**src/rtl/pool_output_collector.sv**
```systemverilog
// pool_output_collector
//   Collects pooled samples from a max-pooling engine. Each sample is tagged
//   with its pooled (x, y) position and queued in a first-word-fall-through
//   FIFO for a downstream consumer. The block also tracks the per-frame maximum
//   and flags samples that are dropped while the FIFO is full.
//
// Parameters
//   WIDTH, HEIGHT : pre-pool frame size in pixels (even). The pooled grid is
//                   WIDTH/2 x HEIGHT/2.
//   DEPTH         : FIFO entries (power of two).
//
// Ports
//   clk          sole clock, rising edge
//   reset        asynchronous, active-low reset
//   pool_in      pooled sample                    pool_valid  sample strobe (no backpressure)
//   out_data     head sample                      out_x/out_y head coordinates
//   out_valid    FIFO non-empty                   out_ready   downstream accepts head
//   frame_done   one-cycle pulse after the last sample of a frame
//   frame_max    maximum sample of the last completed frame
//   overflow     sticky: a sample was dropped on a full FIFO
//   fifo_count   current FIFO occupancy
module pool_output_collector #(
  parameter int WIDTH  = 640,
  parameter int HEIGHT = 480,
  parameter int DEPTH  = 16,
  localparam int AW    = $clog2(DEPTH),
  localparam int CW    = AW + 1
) (
  input  logic          clk,
  input  logic          reset,
  input  logic [7:0]    pool_in,
  input  logic          pool_valid,
  output logic [7:0]    out_data,
  output logic [9:0]    out_x,
  output logic [8:0]    out_y,
  output logic          out_valid,
  input  logic          out_ready,
  output logic          frame_done,
  output logic [7:0]    frame_max,
  output logic          overflow,
  output logic [CW-1:0] fifo_count
);

  localparam int PW = WIDTH / 2;
  localparam int PH = HEIGHT / 2;

  typedef struct packed {
    logic [8:0] y;
    logic [9:0] x;
    logic [7:0] data;
  } entry_t;

  entry_t        mem [DEPTH];
  logic [AW-1:0] wr_ptr;
  logic [AW-1:0] rd_ptr;
  logic [9:0]    px;
  logic [8:0]    py;
  logic [7:0]    run_max;

  logic       full;
  logic       pop;
  logic       push;
  logic       last_x;
  logic       last_y;
  logic       first_sample;
  logic [7:0] next_max;

  assign out_valid    = (fifo_count != '0);
  assign full         = (fifo_count == CW'(DEPTH));
  // A pop needs a non-empty FIFO, so out_ready on an empty FIFO is ignored
  // even when a write lands on the same edge.
  assign pop          = out_valid & out_ready;
  // A full FIFO still takes a write if the head leaves on the same edge.
  assign push         = pool_valid & (~full | pop);

  assign last_x       = (px == 10'(PW - 1));
  assign last_y       = (py == 9'(PH - 1));
  assign first_sample = (px == '0) && (py == '0);

  // The running maximum restarts on the first sample of every frame, so it
  // never needs an explicit clear between frames.
  assign next_max = first_sample           ? pool_in :
                    (pool_in > run_max)    ? pool_in : run_max;

  entry_t head;
  assign head     = mem[rd_ptr];
  assign out_data = head.data;
  assign out_x    = head.x;
  assign out_y    = head.y;

  // NOTE: the storage array is deliberately left out of reset; fifo_count
  // gates out_valid, so stale contents are never presented as valid.
  always_ff @(posedge clk) begin
    if (push) mem[wr_ptr] <= '{y: py, x: px, data: pool_in};
  end

  // NOTE: all state uses non-blocking assignments so every register samples
  // the pre-edge values of its peers (px/py/run_max read each other here).
  always_ff @(posedge clk or negedge reset) begin
    if (!reset) begin
      wr_ptr     <= '0;
      rd_ptr     <= '0;
      fifo_count <= '0;
      px         <= '0;
      py         <= '0;
      run_max    <= '0;
      frame_done <= 1'b0;
      frame_max  <= '0;
      overflow   <= 1'b0;
    end else begin
      frame_done <= 1'b0;

      if (push) wr_ptr <= wr_ptr + 1'b1;
      if (pop)  rd_ptr <= rd_ptr + 1'b1;

      unique case ({push, pop})
        2'b10:   fifo_count <= fifo_count + 1'b1;
        2'b01:   fifo_count <= fifo_count - 1'b1;
        default: fifo_count <= fifo_count;
      endcase

      if (pool_valid) begin
        if (!push) overflow <= 1'b1;

        // Geometry advances on every sample, dropped or not.
        run_max <= next_max;
        if (last_x) begin
          px <= '0;
          py <= last_y ? '0 : py + 1'b1;
        end else begin
          px <= px + 1'b1;
        end

        if (last_x && last_y) begin
          frame_max  <= next_max;
          frame_done <= 1'b1;
        end
      end
    end
  end

endmodule

```
**config.mk**
```make
export PLATFORM = sky130hd
export DESIGN_NAME = pool_output_collector
export DESIGN_NICKNAME = d
export VERILOG_FILES = /design/src/rtl/pool_output_collector.sv
export SDC_FILE = /design/constraint.sdc
export NUM_CORES = 1
export LEC_CHECK = 0
export BUFFER_PORTS_ARGS = -buffer_cell sky130_fd_sc_hd__buf_2
export CORE_ASPECT_RATIO = 0.7
export CORE_MARGIN = 2
export CORE_UTILIZATION = 41
export CTS_CLUSTER_SIZE = 25
export DETAILED_ROUTE_END_ITERATION = 10
export PLACE_DENSITY = 0.62
export SLEW_MARGIN = 20
export SYNTH_ARGS = -nofsm -noshare
export SYNTH_HDL_FRONTEND = slang
export SYNTH_SLANG_ARGS = --single-unit
```
**constraint.sdc**
```tcl
create_clock -name clk -period 4.1 [get_ports clk]
set_clock_uncertainty 0.1 [all_clocks]
set_input_delay 0.205 -clock clk [delete_from_list [all_inputs] [get_ports clk]]
set_output_delay 0.205 -clock clk [all_outputs]
set_load 0.02 [all_outputs]
```
==> results of run 1 <==
## area by class of cell
type                       count  area, um^2
tap                          603         754
clock buffer                  53        1190
antenna                        1        2.50
multi-input combinational    330        4550
sequential                   482       14200
fill                        3693       23600
clock inverter                28         277
timing repair buffer         103         701
inverter                      25        93.8
## per-stage QoR
step / instances / instance area (um^2) / setup WS (ns) / total power, uW
after floorplan: 876 / 19000 / 0.423 / 9270
after global placement: 1533 / 20200 / 1.21 / 10600
after detailed placement: 1533 / 20200 / 1.18 / 10700
after CTS: 1624 / 21800 / 0.685 / 14900
after global routing: 1625 / 21800 / 0.597 / 15300
final: 1625 / 21800 / 0.767 / 14700
## registers in the layout, indices dropped and copies added (netlist names)
name	count
fifo_count	5
frame_done	1
frame_max	8
mem	432
overflow	1
px	10
py	9
rd_ptr	4
run_max	8
wr_ptr	4
## power groups by stage
stage	Combinational, uW	Sequential (uW)	Clock, uW
floorplan	2980	6280	0
global placement	3950	6660	0
detailed placement	3980	6690	0
CTS	4000	6590	4270
global route	4200	6650	4470
finish	3910	6570	4180
## cells in the final DEF (no fill, tap or decap), types with 6 or more instances in the layout
cell and instances:
o211ai_1 6, xor2_1 8, inv_1 25, xnor2_1 12, nand2_1 28, buf_2 54, nor2_1 15, ha_1 20
clkbuf_16 46, mux4_2 135, mux2_2 12, nand4_1 11, dfrtp_1 46, nand3_1 6, clkbuf_1 6, dlygate4sd3_1 10
o21ai_0 7, clkinv_2 8, buf_4 36, edfxtp_1 432, clkinv_1 11, o311ai_0 15, nor3_2 8, a21oi_1 8
## what timing repair did
| item | in CTS | in global routing |
|---|---|---|
| hold buffers | 10 | 0 |
| hold endpoints to repair | 182 | 0 |
| setup endpoints to repair | 0 | 0 |
| resized for setup | 0 | 0 |
## kinds of logic after synthesis
kind of cell	count (synthesis)	synth area share, %
AO/OA/AOI/OAI	47	1.85
XOR/XNOR	20	0.924
adder cells (fa/ha/maj)	21	1.43
buffers and inverters	64	1.37
flip-flops	482	75.0
multiplexers	148	16.8
AND/OR/NAND/NOR	94	2.61
## cell usage after synthesis, drive strengths merged (4+ instances only)
library cell | count | area share, %
edfxtp | 432 | 68
mux4 | 135 | 16
dfrtp | 50 | 6.6
nand2 | 28 | 0.55
inv | 25 | 0.49
clkbuf | 21 | 0.42
ha | 20 | 1.3
nor2 | 19 | 0.38
buf | 18 | 0.46
o311ai | 15 | 0.69
mux2 | 12 | 0.71
xnor2 | 12 | 0.55
nand4 | 11 | 0.36
a21oi | 9 | 0.26
nor3 | 8 | 0.21
o21ai | 8 | 0.23
xor2 | 8 | 0.37
nand3 | 6 | 0.16
o211ai | 6 | 0.24
o31ai | 5 | 0.27
and2 | 4 | 0.13
## worst max-delay path: stages (launching register included)
cell	delay, ns
dfrtp_4	0.74
buf_12	0.41
mux4_2	0.57
mux4_2	0.51
buf_2	0.18
## routing by layer
| metal | wire length (um) | share of wire [%] |
|---|---|---|
| met1 | 20000 | 48 |
| met2 | 18900 | 45 |
| met3 | 2270 | 5.4 |
| met4 | 727 | 1.7 |
| met5 | 0 | 0 |
## worst max-delay path by stage
stage	startpoint	slack, ns	end	cells past startpoint
floorplan	fifo_count[1]	0.42	mem[7][0]	5
global placement	fifo_count[1]	1.21	mem[3][14]	5
detailed placement	fifo_count[1]	1.18	mem[3][14]	5
CTS	rd_ptr[0]	0.68	out_x[4]	4
global route	rd_ptr[0]	0.60	out_x[2]	4
finish	rd_ptr[0]	0.77	out_x[5]	4
==> metrics.txt, run 1 <==
Crit Path Class=flop to primary output; # H-tree levels=2; Yosys cell types=42; number of synthesized register bits=482; I/O Pins=55; hold endpoint=px[1]; Clock Latency Late Sink=0.56 ns; remaining antenna violation count=0; initial antenna violation count=1; status=completed; FFs w/ async S/R, synth=10.4%; Crit. End Element=primary output; Worst Hold Class=input port to flop; router iterations before antenna repair=5; clock root buffer=clkbuf_16; met3 usage=3.01%; worst hold stages=4; grt ovf=0; Post-Syn Area per Cell=21.6 um^2; switching share of power=30.2%; final slew viol count=0; Slew @ Worst Pin=1.17 ns; largest net degree at the start of global routing=56; GR Util met2=26.6%; vias in the first global route=9,264; GP Congestion=0.764; Worst EP required=3.80 ns; drt initial violations=820; sequential power share=44.8%; hold_sp=pool_valid; fin crit share=81.3%; switching power=4430 uW; Critical Path Fanout Max=51; worst r2r dst=frame_max[1]; CTS Buffer Depth=3; Max-cap violations=0; relative slew slack=22.3%; Clk pwr share=28.5%; post-CTS setup buffer count=0; fraction of layout cells with a size suffix above 1=32.4%; Cells after Synth=876; reg2reg start=py[1]; Die Area=0.0480 mm^2; global route hottest layer=met1; routed length per instance=25.8 um; # clock sinks=482; Syn Nets=909; Worst-path clk slew=0.06 ns; minimum clock period=3.33 ns; die width=261 um; Hold Fails Final Rpt=0; flop-to-flop setup slack=1.12 ns; Core Footprint=0.0454 mm^2; TNS Setup=0 ns; post-layout util=48.0%; vias per inst=5.63; static leakage power=0.00718 uW; Mapped Area=0.0190 mm^2; Die Ht=184 um; combinational power share=26.7%; drc violations=0; Ys Warns=0; Worst EP arrival=3.03 ns; peak supply drop=346 uV; Worst Reg-to-Reg Cells=8; area grow syn2layout=15.0%; Power per Cell Area=673 mW/mm^2; I/O Buffers=54; WL final=42,000 um; via count=9,144; first-pass GRT wire length=61,900 um; Post-synth EDFFs=432; Synth Flop Type=edfxtp_1; met1 Track Usage GR=27.5%; RSZ-0062 raised after global routing=no; CTS tree=built; sequential area share after synthesis=75.0%; worst hold margin=0.0754 ns; # nets final=1,020; dpl hpwl=23,700 um; Final setup viols=0; fmax=300 MHz; Internal Power=10,200 uW; Initial Util=41.8%; All-Layer GR Usage=17.8%; CP Launch Type=flop; row count=65; CTS Buf Count=45
Power figures use the tool's default switching activity.
==> run 2: changes to the inputs <==
Settings changed: PLACE_DENSITY 0.62 to 0.64.
Clock period 4.1 ns to 2.9 ns, I/O delays scaled along.
==> metrics.txt, run 2 (synthesis gave the netlist of run 1 again) <==
flop-to-flop setup slack=0.11 ns (was 1.12 ns); crit-path cells=buf_12 > buf_16 > mux4_2 > mux4_2 > buf_6 (was buf_12 > mux4_2 > mux4_2 > buf_2); # nets final=1,051 (was 1,020); fin crit share=102%; minimum clock period=2.95 ns; Worst Reg-to-Reg Cells=10 (was 8); Crit. End Element=primary output (unchanged); worst setup margin=-0.0500 ns (was 0.767 ns); placed cells=1,553 (was 1,533); initial antenna violation count=0 (was 1); Initial Util=41.8% (unchanged); via count=9,273 (was 9,144); vias in the first global route=9,274 (was 9,264); worst r2r dst=fifo_count[4] (was frame_max[1]); Hold Fails Final Rpt=0 (unchanged); Largest regs=mem: 432 flops, px: 10 flops, py: 9 flops (unchanged); final slew viol count=0 (unchanged); status=complete, but fails checks (was completed); RSZ-0062 raised after global routing=yes (was no); Max-cap violations=0 (unchanged); Worst Hold Class=input port to asynchronous set/reset pin (was input port to flop); routed length per instance=25.5 um (was 25.8 um); fraction of layout cells with a size suffix above 1=34.4% (was 32.4%); static leakage power=0.00741 uW (was 0.00718 uW); vias per inst=5.60 (was 5.63); CTS Buf Count=45 (unchanged); row count=65 (unchanged); Finished Layout Cells=1,655 (was 1,625); CP delay by family, top=multiplexers (unchanged); I/O Buffers=54 (unchanged); max reg flops=432 (unchanged); grt ovf=0 (unchanged); Die Ht=184 um (unchanged); Slew @ Worst Pin=1.09 ns (was 1.17 ns); GP Congestion=0.793 (was 0.764); met3 usage=3.07% (was 3.01%); Ant. Diodes=0 (was 1); clock root buffer=clkbuf_16 (unchanged); most frequent cells in the layout=432 x edfxtp_1, 135 x mux4_2, 51 x buf_4, 48 x clkbuf_16, 46 x dfrtp_1 (was 432 x edfxtp_1, 135 x mux4_2, 54 x buf_2, 46 x clkbuf_16, 46 x dfrtp_1); first-pass GRT wire length=61,700 um (was 61,900 um); fmax=339 MHz; dpl hpwl=24,400 um (was 23,700 um); CP Launch Type=flop (unchanged); CTS Buffer Depth=3 (unchanged); largest net degree at the start of global routing=45 (was 56); CTS tree=built (unchanged); # H-tree levels=2 (unchanged); Worst-path clk slew=0.07 ns (was 0.06 ns); met1 Track Usage GR=27.9% (was 27.5%); remaining antenna violation count=0 (unchanged); commonest non-fill, non-tap cell in the layout=edfxtp_1 (unchanged); Critical path origin=rd_ptr[0] (unchanged); die width=261 um (unchanged); Clock Latency Late Sink=0.55 ns (was 0.56 ns); cell mode on critical path=mux4_2 (unchanged); All-Layer GR Usage=17.7% (was 17.8%); Critical Path Fanout Max=8 (was 51); relative slew slack=27.2% (was 22.3%); WL final=42,200 um (was 42,000 um); router iterations before antenna repair=5 (unchanged); peak supply drop=629 uV (was 346 uV); Worst EP required=2.65 ns (was 3.80 ns); Die Area=0.0480 mm^2 (unchanged); # clock sinks=482 (unchanged); CP max stage cell=mux4_2 (was dfrtp_4); GR Util met2=25.6% (was 26.6%); reg2reg start=fifo_count[1] (was py[1]); area grow syn2layout=17.8% (was 15.0%); Reg with most FFs=mem (unchanged); Worst EP arrival=2.71 ns (was 3.03 ns); Max stage delay on crit path=0.58 ns (was 0.74 ns); TNS Setup=-0.120 ns (was 0 ns); CP bufs+invs=3 (was 2); global route hottest layer=met1 (unchanged); Power per Cell Area=963 mW/mm^2 (was 673 mW/mm^2); Core Footprint=0.0454 mm^2 (unchanged); drc violations=0 (unchanged); Crit Path Class=flop to primary output (unchanged); Final setup viols=7 (was 0); failing checks=negative setup slack; drt initial violations=1,057 (was 820); I/O Pins=55 (unchanged)
## run 2: cell types whose count changed in the layout (fill, tap and decap cells not counted), moves of 4 or more
cell,change
clkbuf_1,+9
clkbuf_8,+4
buf_4,+15
buf_12,+8
buf_16,+5
clkinv_1,-7
buf_2,-13
buf_6,+12
## run 2: worst register-to-register path: cells and delay by family (launching register included)
family / cells / cell delay [ns]
AOI/OAI and AO/OA: 3 / 0.48
DFF: 1 / 0.42
xor gates and xnor gates: 1 / 0.13
buffers and inverters: 1 / 0.10
adders and majority gates: 1 / 0.33
and+or+nand+nor: 4 / 1.12
## run 2: layout make-up
cell class / instances / area [um^2]
fillers: 3625 / 23100
flip-flops and latches: 482 / 14200
multi-input cells: 330 / 4550
repair buffers: 134 / 1280
clock buffers: 65 / 1250
well taps: 603 / 754
clock inverters: 16 / 164
inverters: 25 / 93.8
## run 2: how the worst max path moves through the flow
stage	to	slack (ns)	cells past startpoint
floorplan	mem[7][0]	-0.78	5
global placement	fifo_count[4]	0.16	10
detailed placement	mem[14][11]	0.12	6
CTS	out_y[4]	-0.05	4
global route	out_x[4]	-0.08	5
finish	out_x[0]	-0.05	5
## run 2: per-layer routing
layer	vias to the layer above	wire, um
li1	3934	-
met1	4942	19800
met2	344	18900
met3	53	2800
met4	0	665
met5	-	0
## run 2: timing repair
action | CTS | global route
buffers inserted | 6 | 0
cloned | 2 | 3
gates resized for setup | 10 | 23
hold buffers | 9 | 0
hold endpoints to repair | 163 | 0
endpoints found under the setup margin | 23 | 32
## run 2: per-stage QoR
stage	power, uW	hold WS [ns]	utilization [%]	area [um^2]	worst slack [ns]
finish	21500	0.0238	49.2	22300	-0.0500
detailed placement	15300	0.274	45.2	20500	0.116
global route	22400	0.0371	49.2	22300	-0.0836
global placement	15200	0.273	45.2	20500	0.160
CTS	21300	0.0189	48.8	22200	-0.0475
floorplan	13100	-0.251	-	19000	-0.777
## run 2: power by group
group	leakage [uW]	switching [uW]	internal, uW
clock network	0.000695	2470	3270
logic	0.00222	3530	3330
registers	0.00449	476	8440
==> run 3: changes to the inputs <==
Settings changed: RECOVER_POWER from default to 50.
==> metrics.txt, run 3 (synthesis gave the netlist of run 1 again) <==
switching share of power=30.1% (about the same); CTS tree=built (unchanged); worst setup margin=-0.0428 ns (was -0.0500 ns); Worst EP arrival=2.70 ns (was 2.71 ns); pre-CTS setup slack=0.116 ns (unchanged); peak supply drop=629 uV (about the same); Worst EP required=2.65 ns (about the same); Final setup viols=7 (unchanged); Crit. End Element=primary output (unchanged); CP bufs+invs=3 (unchanged); row count=65 (unchanged); routed length per instance=25.5 um (about the same); Fill cells=3,638 (was 3,625); Largest regs=mem: 432 flops, px: 10 flops, py: 9 flops (unchanged); Power per Cell Area=966 mW/mm^2 (was 963 mW/mm^2); # H-tree levels=2 (unchanged); CP Launch Type=flop (unchanged); max reg flops=432 (unchanged); minimum clock period=2.94 ns (was 2.95 ns); via count=9,289 (was 9,273); Crit Path Class=flop to primary output (unchanged); fin crit share=101% (was 102%); CTS Buffer Depth=3 (unchanged); remaining antenna violation count=0 (unchanged); RSZ-0062 raised after global routing=yes (unchanged); vias per inst=5.61 (was 5.60); # clock sinks=482 (unchanged); fmax=340 MHz (was 339 MHz); largest net degree at the start of global routing=45 (unchanged); Hold Fails Final Rpt=0 (unchanged); drc violations=0 (unchanged); status=complete, but fails checks (unchanged); vias in the first global route=9,274 (unchanged); worst hold margin=0.0384 ns (was 0.0238 ns); CP max stage cell=mux4_2 (unchanged); final slew viol count=0 (unchanged); initial antenna violation count=0 (unchanged); # nets final=1,051 (unchanged); I/O Buffers=54 (unchanged); Ant. Diodes=0 (unchanged); clock root buffer=clkbuf_16 (unchanged); Initial Util=41.8% (unchanged); fraction of layout cells with a size suffix above 1=32.2% (was 34.4%); Clk pwr share=26.7% (about the same); Reg with most FFs=mem (unchanged); Die Area=0.0480 mm^2 (unchanged); sequential power share=41.5% (was 41.4%); Die Ht=184 um (unchanged); die width=261 um (unchanged); Max-cap violations=0 (unchanged); router iterations before antenna repair=5 (unchanged); Worst Hold Class=input port to flop (was input port to asynchronous set/reset pin); cell mode on critical path=mux4_2 (unchanged); CP delay by family, top=multiplexers (unchanged); grt ovf=0 (unchanged); crit-path cells=buf_12 > buf_16 > mux4_2 > mux4_2 > buf_6 (unchanged); area grow syn2layout=17.5% (was 17.8%); commonest non-fill, non-tap cell in the layout=edfxtp_1 (unchanged); GP Congestion=0.793 (unchanged); WL final=42,200 um (about the same); drt initial violations=1,038 (was 1,057); relative slew slack=25.6% (was 27.2%); Max stage delay on crit path=0.57 ns (was 0.58 ns); Core Footprint=0.0454 mm^2 (unchanged); switching power=6480 uW (was 6470 uW); CTS Buf Count=45 (unchanged); failing checks=negative setup slack (unchanged); combinational power share=31.8% (was 31.9%); All-Layer GR Usage=17.7% (unchanged); Clock Latency Late Sink=0.55 ns (about the same); first-pass GRT wire length=61,700 um (unchanged); Internal Power=15,000 uW (about the same); dpl hpwl=24,400 um (unchanged); Worst-path clk slew=0.06 ns (was 0.07 ns); most frequent cells in the layout=432 x edfxtp_1, 135 x mux4_2, 48 x clkbuf_16, 46 x dfrtp_1 (was 432 x edfxtp_1, 135 x mux4_2, 51 x buf_4, 48 x clkbuf_16, 46 x dfrtp_1); Critical Path Fanout Max=8 (unchanged); I/O Pins=55 (unchanged); Slew @ Worst Pin=1.12 ns (was 1.09 ns); static leakage power=0.00732 uW (was 0.00741 uW)
==> run 3: cell types whose count changed in the layout (fill, tap and decap cells not counted) <==
cell	change
buf_2	-11
buf_4	-13
clkbuf_1	+23
clkbuf_2	+1
==> run 3: power by group through the flow <==
stage | clock (uW) | sequential, uW | combinational (uW)
after floorplan | 0 | 8890 | 4220
after global placement | 0 | 9030 | 6210
after detailed placement | 0 | 9060 | 6260
after CTS | 5840 | 8890 | 6610
after global routing | 6110 | 8980 | 7310
final | 5750 | 8920 | 6840
==> run 3: layer usage <==
| metal | global-route usage [%] | routed length, um |
|---|---|---|
| met1 | 27.9 | 19700 |
| met2 | 25.6 | 18900 |
| met3 | 3.07 | 2890 |
| met4 | 3.93 | 663 |
| met5 | 0 | 0 |
==> run 3: stage by stage <==
step / instances / setup TNS [ns] / total power, uW / area (um^2) / util, %
floorplan: 876 / -173.49 / 13100 / 19000 / -
global placement: 1553 / 0 / 15200 / 20500 / 45.2
detailed placement: 1553 / 0 / 15300 / 20500 / 45.2
CTS: 1651 / -0.240 / 21300 / 22200 / 48.8
global route: 1655 / -1.05 / 22400 / 22300 / 49.1
finish: 1655 / -0.119 / 21500 / 22300 / 49.1
==> run 3: final cells by class <==
class	instances	area (um^2)	area share, %
Clock buffer	65	1250	5.62
Clock inverter	16	164	0.736
Inverter	25	93.8	0.421
Multi-Input combinational cell	330	4550	20.5
Sequential cell	482	14200	63.9
Tap cell	603	754	3.39
Timing Repair Buffer	134	1210	5.46
==> run 3: worst min-delay path: cells and delay by family <==
kind                   cells  cell delay, ns
buffers and inverters      2            0.37
AND/OR/NAND/NOR            1            0.06
AO/OA/AOI/OAI              1            0.06
==> run 3: worst paths after layout <==
kind | cells past startpoint | end | slack (ns) | startpoint
worst max-delay path | 5 | out_x[0] | -0.04 | rd_ptr[0]
worst max register to register | 10 | fifo_count[4] | 0.12 | fifo_count[1]
worst min-delay path | 4 | px[1] | 0.04 | pool_valid
worst min register to register | 2 | overflow | 0.39 | overflow
max in group asynchronous | 3 | px[2] | 1.35 | reset
min in group asynchronous | 2 | run_max[6] | 0.23 | reset
==> run 3: timing repair <==
item	in CTS	in global routing
hold buffers	9	0
endpoints found under the hold margin	163	0
setup endpoints to repair	23	32
setup buffers	6	0
gates cloned	2	3
gates resized for setup	10	23
